[config.mk]
export PLATFORM = sky130hd
export DESIGN_NAME = play_engine
export DESIGN_NICKNAME = d
export VERILOG_FILES = /design/src/rtl/play_engine_pkg.sv /design/src/rtl/play_engine_seq_divider.sv /design/src/rtl/play_engine.sv
export SDC_FILE = /design/constraint.sdc
export NUM_CORES = 1
export LEC_CHECK = 0
export BUFFER_PORTS_ARGS = -buffer_cell sky130_fd_sc_hd__buf_2
export CAP_MARGIN = 30
export CORE_MARGIN = 2
export CORE_UTILIZATION = 43
export CTS_BUF_LIST = sky130_fd_sc_hd__clkbuf_16
export CTS_CLUSTER_DIAMETER = 120
export DETAILED_ROUTE_END_ITERATION = 8
export PLACE_DENSITY = 0.7
export SLEW_MARGIN = 20
export SYNTH_ARGS = -nofsm -noshare
export SYNTH_HDL_FRONTEND = slang
export SYNTH_SLANG_ARGS = --single-unit
[constraint.sdc]
create_clock -name clk -period 7.84 [get_ports clk]
set_clock_uncertainty 0.1 [all_clocks]
set_input_delay 1.176 -clock clk [delete_from_list [all_inputs] [get_ports clk]]
set_output_delay 1.176 -clock clk [all_outputs]
set_load 0.1 [all_outputs]
[src/rtl/play_engine_pkg.sv]
// Shared types and limits for the playback engine: widths, speed clamp,
// control snapshot and FSM encoding.
package play_engine_pkg;
  localparam int AW_DEF = 18;
  localparam int DW_DEF = 16;
  localparam int NUM_W  = 21;
  localparam logic [3:0] SPD_MIN = 4'd1;
  localparam logic [3:0] SPD_MAX = 4'd8;

  typedef enum logic [2:0] {IDLE, REQ0, WAIT0, REQ1, WAIT1, CALC, READY} state_t;

  // Control inputs as sampled at frame start.
  typedef struct packed {
    logic       inverse;
    logic       fast;
    logic       linear;
    logic [3:0] factor;
  } ctl_t;

  function automatic logic [3:0] clamp_speed(input logic [3:0] num);
    if (num < SPD_MIN) return SPD_MIN;
    if (num > SPD_MAX) return SPD_MAX;
    return num;
  endfunction
endpackage

[src/rtl/play_engine_seq_divider.sv]
// Restoring sequential divider: signed dividend / unsigned divisor,
// quotient truncated toward zero; one bit per clock after start.
module seq_divider #(
  parameter int NW  = 21,
  parameter int DVW = 4,
  parameter int QW  = 16
) (
  input  logic                 clk,
  input  logic                 reset,
  input  logic                 abort,
  input  logic                 start,
  input  logic signed [NW-1:0] dividend,
  input  logic [DVW-1:0]       divisor,
  output logic                 busy,
  output logic                 done,
  output logic signed [QW-1:0] quotient
);
  localparam int CW = $clog2(NW + 1);

  logic [NW-1:0]  q_q;
  logic [DVW-1:0] rem_q, dv_q, diff;
  logic [DVW:0]   trial;
  logic           neg_q, ge;
  logic [CW-1:0]  cnt_q;

  // Divide magnitudes, then restore the sign so rounding is toward zero.
  assign trial    = {rem_q, q_q[NW-1]};
  assign ge       = trial >= {1'b0, dv_q};
  assign diff     = trial[DVW-1:0] - dv_q;
  assign quotient = QW'(neg_q ? -q_q : q_q);

  always_ff @(posedge clk or posedge reset) begin
    if (reset) begin
      q_q   <= '0;
      rem_q <= '0;
      dv_q  <= '0;
      neg_q <= 1'b0;
      cnt_q <= '0;
      busy  <= 1'b0;
      done  <= 1'b0;
    end else if (abort) begin
      busy <= 1'b0;
      done <= 1'b0;
    end else if (start) begin
      q_q   <= dividend[NW-1] ? NW'(-dividend) : NW'(dividend);
      rem_q <= '0;
      dv_q  <= divisor;
      neg_q <= dividend[NW-1];
      cnt_q <= CW'(NW);
      busy  <= 1'b1;
      done  <= 1'b0;
    end else if (busy) begin
      q_q   <= {q_q[NW-2:0], ge};
      rem_q <= ge ? diff : trial[DVW-1:0];
      cnt_q <= cnt_q - CW'(1);
      if (cnt_q == CW'(1)) begin
        busy <= 1'b0;
        done <= 1'b1;
      end
    end else begin
      done <= 1'b0;
    end
  end
endmodule

[src/rtl/play_engine.sv]
// Frame-scheduled SRAM playback: fetches, optionally interpolates, and
// serialises one sample per daclrc frame onto dacdat.
module play_engine
  import play_engine_pkg::*;
#(
  parameter int AW     = AW_DEF,
  parameter int DW     = DW_DEF,
  parameter int RD_LAT = 2
) (
  input  logic          clk,
  input  logic          reset,
  input  logic          play,
  input  logic          inverse,
  input  logic          speed,
  input  logic [3:0]    number,
  input  logic          slowmethod,
  input  logic [AW-1:0] end_addr,
  input  logic          daclrc,
  output logic          rd_req,
  output logic [AW-1:0] addr,
  input  logic [DW-1:0] rd_data,
  output logic          dacdat,
  output logic          done
);
  state_t state, state_nx;
  ctl_t   ctl_q, ctl_in;

  logic                    lrc_q, frame_start, lrc_fall;
  logic [AW-1:0]           n_q, nb, n_adv;
  logic [AW:0]             n_fwd;
  logic [3:0]              k_q, s_fac, s_new, step, wcnt;
  logic                    linear, wrap, term, fs_fix, fs_term, calc_fin;
  logic signed [DW-1:0]    s0_q, s1_q, y_q, out_q, load_val, quo;
  logic [DW-1:0]           sh_q;
  logic signed [NUM_W-1:0] s0x, s1x, wa, wb, num;
  logic                    div_go, div_busy, div_done, div_started;

  assign frame_start = daclrc & ~lrc_q;
  assign lrc_fall    = ~daclrc & lrc_q;

  assign ctl_in = '{inverse: inverse, fast: speed, linear: slowmethod,
                    factor: clamp_speed(number)};
  assign s_fac  = ctl_q.fast ? 4'd1 : ctl_q.factor;
  assign s_new  = speed ? 4'd1 : ctl_in.factor;
  assign step   = ctl_q.fast ? ctl_q.factor : 4'd1;
  assign linear = ctl_q.linear && (s_fac != 4'd1);

  // Neighbour sample; at the last sample in the travel direction reuse n.
  assign nb = ctl_q.inverse ? ((n_q == '0) ? n_q : n_q - AW'(1))
                            : ((n_q >= end_addr) ? n_q : n_q + AW'(1));

  assign wrap  = (k_q >= s_fac - 4'd1);
  assign n_fwd = {1'b0, n_q} + (AW+1)'(step);
  assign term  = ctl_q.inverse ? (n_q < AW'(step)) : (n_fwd > {1'b0, end_addr});
  assign n_adv = ctl_q.inverse ? n_q - AW'(step) : n_fwd[AW-1:0];

  // Slow factor shrank below the current sub-step: jump to the next sample.
  assign fs_fix  = (k_q >= s_new);
  assign fs_term = inverse ? (n_q == '0) : (n_q >= end_addr);

  assign addr     = (state == REQ1 || state == WAIT1) ? nb : n_q;
  assign rd_req   = play && (state == REQ0 || state == REQ1);
  assign calc_fin = (state == CALC) && (!linear || div_done);
  assign load_val = (state == READY) ? y_q : out_q;

  assign s0x = {{(NUM_W-DW){s0_q[DW-1]}}, s0_q};
  assign s1x = {{(NUM_W-DW){s1_q[DW-1]}}, s1_q};
  assign wa  = {{(NUM_W-4){1'b0}}, s_fac - k_q};
  assign wb  = {{(NUM_W-4){1'b0}}, k_q};
  assign num = s0x * wa + s1x * wb;

  seq_divider #(.NW(NUM_W), .DVW(4), .QW(DW)) u_div (
    .clk(clk), .reset(reset), .abort(!play), .start(div_go),
    .dividend(num), .divisor(s_fac),
    .busy(div_busy), .done(div_done), .quotient(quo)
  );

  always_ff @(posedge clk or posedge reset) begin
    if (reset) begin
      lrc_q <= 1'b0;
      state <= IDLE;
    end else begin
      lrc_q <= daclrc;
      state <= state_nx;
    end
  end

  always_comb begin
    state_nx = state;
    div_go   = 1'b0;
    if (!play) begin
      state_nx = IDLE;
    end else begin
      case (state)
        IDLE:    if (frame_start) state_nx = REQ0;
        REQ0:    state_nx = WAIT0;
        WAIT0:   if (wcnt == 4'(RD_LAT)) state_nx = linear ? REQ1 : CALC;
        REQ1:    state_nx = WAIT1;
        WAIT1:   if (wcnt == 4'(RD_LAT)) state_nx = CALC;
        CALC:    begin
          div_go = linear && !div_started && !div_busy;
          if (calc_fin) state_nx = READY;
        end
        READY:   if (frame_start && !done && !(fs_fix && fs_term)) state_nx = REQ0;
        default: state_nx = IDLE;
      endcase
    end
  end

  always_ff @(posedge clk or posedge reset) begin
    if (reset) begin
      ctl_q <= '0; n_q <= '0; k_q <= '0; wcnt <= '0;
      s0_q <= '0; s1_q <= '0; y_q <= '0; out_q <= '0; sh_q <= '0;
      dacdat <= 1'b0; done <= 1'b0; div_started <= 1'b0;
    end else if (!play) begin
      n_q <= '0; k_q <= '0; y_q <= '0; out_q <= '0; sh_q <= '0;
      dacdat <= 1'b0; done <= 1'b0; div_started <= 1'b0;
    end else begin
      if (frame_start) begin
        out_q  <= load_val;
        sh_q   <= {load_val[DW-2:0], 1'b0};
        dacdat <= load_val[DW-1];
      end else if (lrc_fall) begin
        sh_q   <= {out_q[DW-2:0], 1'b0};
        dacdat <= out_q[DW-1];
      end else begin
        sh_q   <= {sh_q[DW-2:0], 1'b0};
        dacdat <= sh_q[DW-1];
      end

      if (frame_start && state == IDLE) begin
        ctl_q <= ctl_in;
        n_q   <= inverse ? end_addr : '0;
        k_q   <= '0;
      end else if (frame_start && state == READY) begin
        if (done) begin
          y_q <= '0;
        end else begin
          ctl_q <= ctl_in;
          if (fs_fix) begin
            k_q <= '0;
            if (fs_term) done <= 1'b1;
            else         n_q  <= inverse ? n_q - AW'(1) : n_q + AW'(1);
          end
        end
      end

      if (state == REQ0 || state == REQ1) wcnt <= 4'd1;
      else if (state == WAIT0 || state == WAIT1) wcnt <= wcnt + 4'd1;
      if (state == WAIT0 && wcnt == 4'(RD_LAT)) s0_q <= rd_data;
      if (state == WAIT1 && wcnt == 4'(RD_LAT)) s1_q <= rd_data;

      if (div_go) div_started <= 1'b1;
      else if (state != CALC || calc_fin) div_started <= 1'b0;

      if (calc_fin) begin
        y_q <= linear ? quo : s0_q;
        if (wrap) begin
          k_q <= '0;
          if (term) done <= 1'b1;
          else      n_q  <= n_adv;
        end else begin
          k_q <= k_q + 4'd1;
        end
      end
    end
  end
endmodule

==> results of run 1 <==
[cell usage after synthesis (48+ instances only)]
cell type | count | area [um2]
inv_1 | 253 | 949.7
xnor2_1 | 53 | 464.2
nand2_1 | 241 | 904.6
o21ai_0 | 126 | 630.6
dfrtp_1 | 156 | 3904
a211oi_1 | 48 | 360.4
xor2_1 | 49 | 429.2
and2_1 | 79 | 494.2
a21oi_1 | 154 | 770.7
nor2_1 | 126 | 473.0
fa_1 | 103 | 2062
ha_1 | 131 | 1639
nand3_1 | 54 | 270.3
clkbuf_1 | 98 | 367.9
[sequential cells by signal (all words and copies together) (netlist names), 3 cells and up]
register     flops
u_div.q_q       21
n_q             18
out_q           16
s0_q            16
s1_q            16
y_q             16
sh_q            15
ctl_q            7
u_div.cnt_q      5
k_q              4
u_div.dv_q       4
u_div.rem_q      4
wcnt             4
state            3
[final timing paths]
check                      startpoint        endpoint  slack [ps]  cells past startpoint
hold / removal                 y_q[0]          y_q[0]         390                      2
min in group asynchronous       reset  u_div.cnt_q[4]         740                      2
setup reg to reg             ctl_q[5]   u_div.q_q[17]         320                     30
setup / recovery             ctl_q[5]   u_div.q_q[17]         320                     30
hold reg to reg                y_q[0]          y_q[0]         390                      2
max in group asynchronous       reset         wcnt[1]        5810                      3
[routing by layer]
layer	routed length (um)	share of wire, %	up-vias	GRT usage, %
li1	-	-	7210	-
met1	20360	42	7548	30.60
met2	23320	49	533	40.89
met3	2649	5.5	106	3.339
met4	1699	3.5	0	10.09
met5	0	0	-	0
[stage by stage]
stage	hold WS, ps	util (%)
after floorplan	348.5	-
after global placement	370.8	45.74
after detailed placement	380.6	45.79
after CTS	400.1	47.37
after global routing	440.7	47.67
final	393.6	47.67
[timing repair]
item	4_1_cts	5_1_grt
setup endpoints to repair	0	19
resized for setup	0	18
buffers inserted	0	1
hold buffers	0	0
[cells by family (layout without fill, tap and decap cells)]
| family | after synthesis | in the layout | synth area share, % |
|---|---|---|---|
| mux | 52 | 52 | 3.335 |
| flops | 156 | 156 | 22.92 |
| xor+xnor | 103 | 103 | 5.378 |
| other cells | 0 | 1 | 0 |
| compound gates | 510 | 510 | 18.92 |
| buf+inv | 373 | 384 | 8.331 |
| fa+ha+maj | 235 | 235 | 21.79 |
| simple gates | 679 | 679 | 19.33 |
[layout make-up]
type / instances / area, um2
Fill cell: 3758 / 20320
Multi-Input combinational cell: 1579 / 11800
Sequential cell: 156 / 3904
Inverter: 256 / 965.9
Tap cell: 518 / 648.1
Timing Repair Buffer: 96 / 576.8
Clock buffer: 17 / 425.4
Clock inverter: 15 / 188.9
Antenna cell: 1 / 2.502
[worst min-delay path: cells and delay by family (launching register included)]
| family | cells | cell delay, ps |
|---|---|---|
| flip-flops | 1 | 350 |
| AO/OA/AOI/OAI | 1 | 60 |
| AND/OR/NAND/NOR | 1 | 50 |
[power groups by stage]
stage,clock (uW),sequential [uW],combinational (uW)
5_1_grt,939,1130,2420
3_3_place_gp,0,1120,2070
3_5_place_dp,0,1120,2120
4_1_cts,905,1110,2140
6_report,896,1110,2210
2_1_floorplan,0,1020,1700
==> results.sh, run 1 <==
export IMPL_hold_violations=0
export IMPL_relSlewSlack_pct=26.92
export IMPL_postPlaceCellArea_um2=17780
export IMPL_cp_slowest_cell="fa_1"
export IMPL_status="finished clean"
export IMPL_final_common_cell="inv_1"
export IMPL_postLayoutSetupSlackWorst_ps=318.0
export IMPL_drtIter0Drc=1217
export IMPL_synth_cells=2108
export IMPL_ys_seq_elements=156
export IMPL_path_class="reg2reg"
export IMPL_synthFlopType="dfrtp_1"
export IMPL_power_share_sequential_pct=26.4
export IMPL_slowest_delay_ps=530
export IMPL_setup_violations_final=0
export IMPL_hold_path_class="reg2reg"
export IMPL_p_int_uw=2115
export IMPL_initial_utilization_pct=43.86
export IMPL_drt_pre_antenna_iters=5
export IMPL_stdcell_count=2638
export IMPL_leakagePower_uw=0.008564
export IMPL_grt_max_degree=75
export IMPL_drive_above_1_share_pct=9.674
export IMPL_grtUsageTotal_pct=24.02
export IMPL_tightest_slew_ps=1096
export IMPL_async_reset_ff_share_pct=100.0
export IMPL_ios=66
export IMPL_synth_cell_types=77
export IMPL_cts_tree="built"
export IMPL_clkLatencyLatePin_ps=460
export IMPL_worst_path_buf_inv=7
export IMPL_io_buffers=65
export IMPL_dp_cells=2602
export IMPL_ys_warn_count=0
export IMPL_final_nets=2385
export IMPL_synth_area_per_cell_um2=8.079
export IMPL_core_area_um2=38830
export IMPL_drc_errors=0
export IMPL_die_x_um=203.0
export IMPL_viasPerCell=5.837
export IMPL_fmax_mhz=132.9
export IMPL_period_needed_ps=7522
export IMPL_fin_setup_tns_ps=0
export IMPL_p_clk_share_pct=21.2
export IMPL_hpwl_um=35660
export IMPL_die_area_um2=41220
export IMPL_synth_nets=2387
export IMPL_ys_seq_area_share_pct=22.92
export IMPL_cp_end_kind="register"
export IMPL_critPathTopFamily="adder cells"
export IMPL_areaGrowthSynthToFinish_pct=8.684
export IMPL_globalRouteOverflowTotal=0
export IMPL_startpoint_type="register"
export IMPL_power_density_nw_per_um2=228.0
export IMPL_cp_arrival_ps=7750
export IMPL_grt_pass1_vias=15420
export IMPL_combPwrFrac_pct=52.4
export IMPL_cts_sinks=156
export IMPL_switchingPower_uw=2105
export IMPL_min_period_over_period_pct=95.94
export IMPL_mostFrequentLayoutCells="inv_1, nand2_1, dfrtp_1"
export IMPL_synth_edf_count=0
export IMPL_timing_final_max_slew_violations=0
export IMPL_critPathRequiredTime_ps=8070
export IMPL_netlist_area_um2=17030
export IMPL_wirelength_um=48030
export IMPL_cap_violations=0
export IMPL_htreeDepth=4
export IMPL_ir_drop_mv=0.1897
export IMPL_antenna_found_initial=1
export IMPL_postRouteAntennaNets=0
export IMPL_ctsLongestPathBuffers=2
export IMPL_cp_max_fo=16
export IMPL_swShare_pct=49.88
export IMPL_place_gp_congestion=0.9376
export IMPL_vias=15400
export IMPL_die_height_um=203.0
export IMPL_wl_per_cell_um=18.21
export IMPL_numCtsBuffers=17
export IMPL_rows=72
export IMPL_stdcell_area_um2=18510
export IMPL_clkTransAtPathRegs_ps=80
export IMPL_grt_pass1_wl_um=79870
export IMPL_root_buffer="clkbuf_16"
export IMPL_p_total_uw=4220
export IMPL_dp_slack_ps=146.0
(Power assumes the default switching activity.)
==> inputs of run 2 (changes only) <==
CORE_UTILIZATION = 30   (was 43)
PLACE_DENSITY = 0.55   (was 0.7)
==> run 2 against run 1 <==
Worst hold slack better by 2.1 ps; global-route usage down 6.6 points; routed wire length increased by 5.3%; design area up 1.7%; power down 0.60%; critical path type unchanged; critical endpoint unchanged; largest power group unchanged.
==> results.sh, run 2 (synthesized netlist as in run 1, its figures left out) <==
export IMPL_status="finished clean"
export IMPL_timing_final_max_slew_violations=0
export IMPL_final_nets=2392
export IMPL_period_needed_ps=7408
export IMPL_hold_path_class="reg2reg"
export IMPL_fin_setup_tns_ps=0
export IMPL_cp_end_kind="register"
export IMPL_cap_violations=0
export IMPL_multi_input_area_um2=11800
export IMPL_cts_hold_buf=0
export IMPL_stdcell_count=2881
export IMPL_numCtsBuffers=17
export IMPL_dp_cells=2847
export IMPL_ir_drop_mv=0.1801
export IMPL_power_density_nw_per_um2=222.9
export IMPL_initial_utilization_pct=30.26
export IMPL_tightest_slew_ps=866.8
export IMPL_slowest_delay_ps=530
export IMPL_mostFrequentLayoutCells="inv_1, nand2_1, dfrtp_1"
export IMPL_relSlewSlack_pct=42.21
export IMPL_worst_path_buf_inv=7
export IMPL_num_antenna_cells=0
export IMPL_critPathMostFrequentCell="inv_1"
export IMPL_root_buffer="clkbuf_16"
export IMPL_viasPerCell=5.258
export IMPL_htreeDepth=4
export IMPL_die_area_um2=58690
export IMPL_vias=15150
export IMPL_reg_largest_list="u_div.q_q (21), n_q (18)"
export IMPL_grt_pass1_vias=15150
export IMPL_globalRouteOverflowTotal=0
export IMPL_die_height_um=242.3
export IMPL_place_gp_congestion=0.8985
export IMPL_drtIter0Drc=1101
export IMPL_leakagePower_uw=0.008588
export IMPL_drt_pre_antenna_iters=6
export IMPL_critPathTopFamily="adder cells"
export IMPL_fillers=5984
export IMPL_setup_violations_final=0
export IMPL_min_period_over_period_pct=94.49
export IMPL_cts_sinks=156
export IMPL_areaGrowthSynthToFinish_pct=10.51
export IMPL_core_area_um2=56280
export IMPL_postRouteAntennaNets=0
export IMPL_cp_arrival_ps=7640
export IMPL_final_common_cell="inv_1"
export IMPL_wirelength_um=50560
export IMPL_antenna_found_initial=0
export IMPL_ios=66
export IMPL_regArea_um2=3905
export IMPL_fmax_mhz=135.0
export IMPL_path_class="reg2reg"
export IMPL_hpwl_um=38180
export IMPL_critPathRequiredTime_ps=8070
export IMPL_clkLatencyLatePin_ps=480
export IMPL_fin_hold_ws_ps=395.7
export IMPL_cp_slowest_cell="fa_1"
export IMPL_ctsLongestPathBuffers=2
export IMPL_io_buffers=65
export IMPL_die_x_um=242.3
export IMPL_rows=87
export IMPL_largest_reg_flops=21
export IMPL_wl_per_cell_um=17.55
export IMPL_grt_pass1_wl_um=82430
export IMPL_drc_errors=0
export IMPL_grtUsageTotal_pct=17.41
export IMPL_grt_max_degree=97
export IMPL_drive_above_1_share_pct=9.929
export IMPL_startpoint_type="register"
export IMPL_regMostFlops="u_div.q_q"
export IMPL_rsz0062_at_grt="yes"
export IMPL_hold_violations=0
export IMPL_cts_tree="built"
export IMPL_clkTransAtPathRegs_ps=80
export IMPL_cp_max_fo=16
## run 2: cell types whose count changed in the layout (fill, tap and decap cells not counted), sizes merged
cell | previous run | this run
buf | 96 | 103
bufinv | 1 | 0
clkinv | 7 | 4
diode | 1 | 0
inv | 262 | 265
## run 2: cell type report
| type | count | share of cell area [%] |
|---|---|---|
| Clock buffer | 17 | 2.260 |
| Clock inverter | 14 | 0.7512 |
| Inverter | 256 | 5.132 |
| Multi-Input combinational cell | 1579 | 62.67 |
| Sequential cell | 156 | 20.75 |
| Tap cell | 756 | 5.026 |
| Timing Repair Buffer | 103 | 3.410 |
## run 2: worst register-to-register path, delay by kind of cell, from the launching register on
kind	cells	cell delay, ps
fa+ha+maj	8	3330
simple gates	5	870
flops	1	490
compound gates	7	1440
xor+xnor	3	520
buf+inv	7	510
## run 2: worst paths after layout
kind	start	to	slack, ps	cells past startpoint
max	ctl_q[5]	u_div.q_q[17]	430	30
max in group asynchronous	reset	ctl_q[5]	5680	3
min reg2reg	y_q[0]	y_q[0]	400	2
max reg2reg	ctl_q[5]	u_div.q_q[17]	430	30
min	y_q[0]	y_q[0]	400	2
min in group asynchronous	reset	y_q[10]	640	2
## run 2: where the power goes
part,internal (uW),switching [uW],leakage (uW),total [uW]
sequential,911,198,0.00212,1110
combinational,739,1490,0.00619,2230
clock,424,430,0.000278,853
## run 2: per-stage QoR
step	util [%]	setup slack, ps	power, uW	area, um2
global placement	32.17	212.6	3252	18100
CTS	33.22	65.40	4165	18690
global route	33.44	-49.73	4484	18820
floorplan	-	387.4	2712	17030
finish	33.44	431.7	4195	18820
detailed placement	32.21	118.3	3294	18130
## run 2: repair_timing
| item | 4_1_cts | 5_1_grt |
|---|---|---|
| setup buffers | 0 | 1 |
| gates resized for setup | 0 | 21 |
| endpoints found under the setup margin | 0 | 20 |
## run 2: routing by layer
metal	wire length, um	vias to the layer above	track usage [%]
met2	24810	414	29.80
met5	0	-	0
li1	-	7214	-
met4	1442	0	5.973
met3	2096	92	2.083
met1	22210	7429	22.65
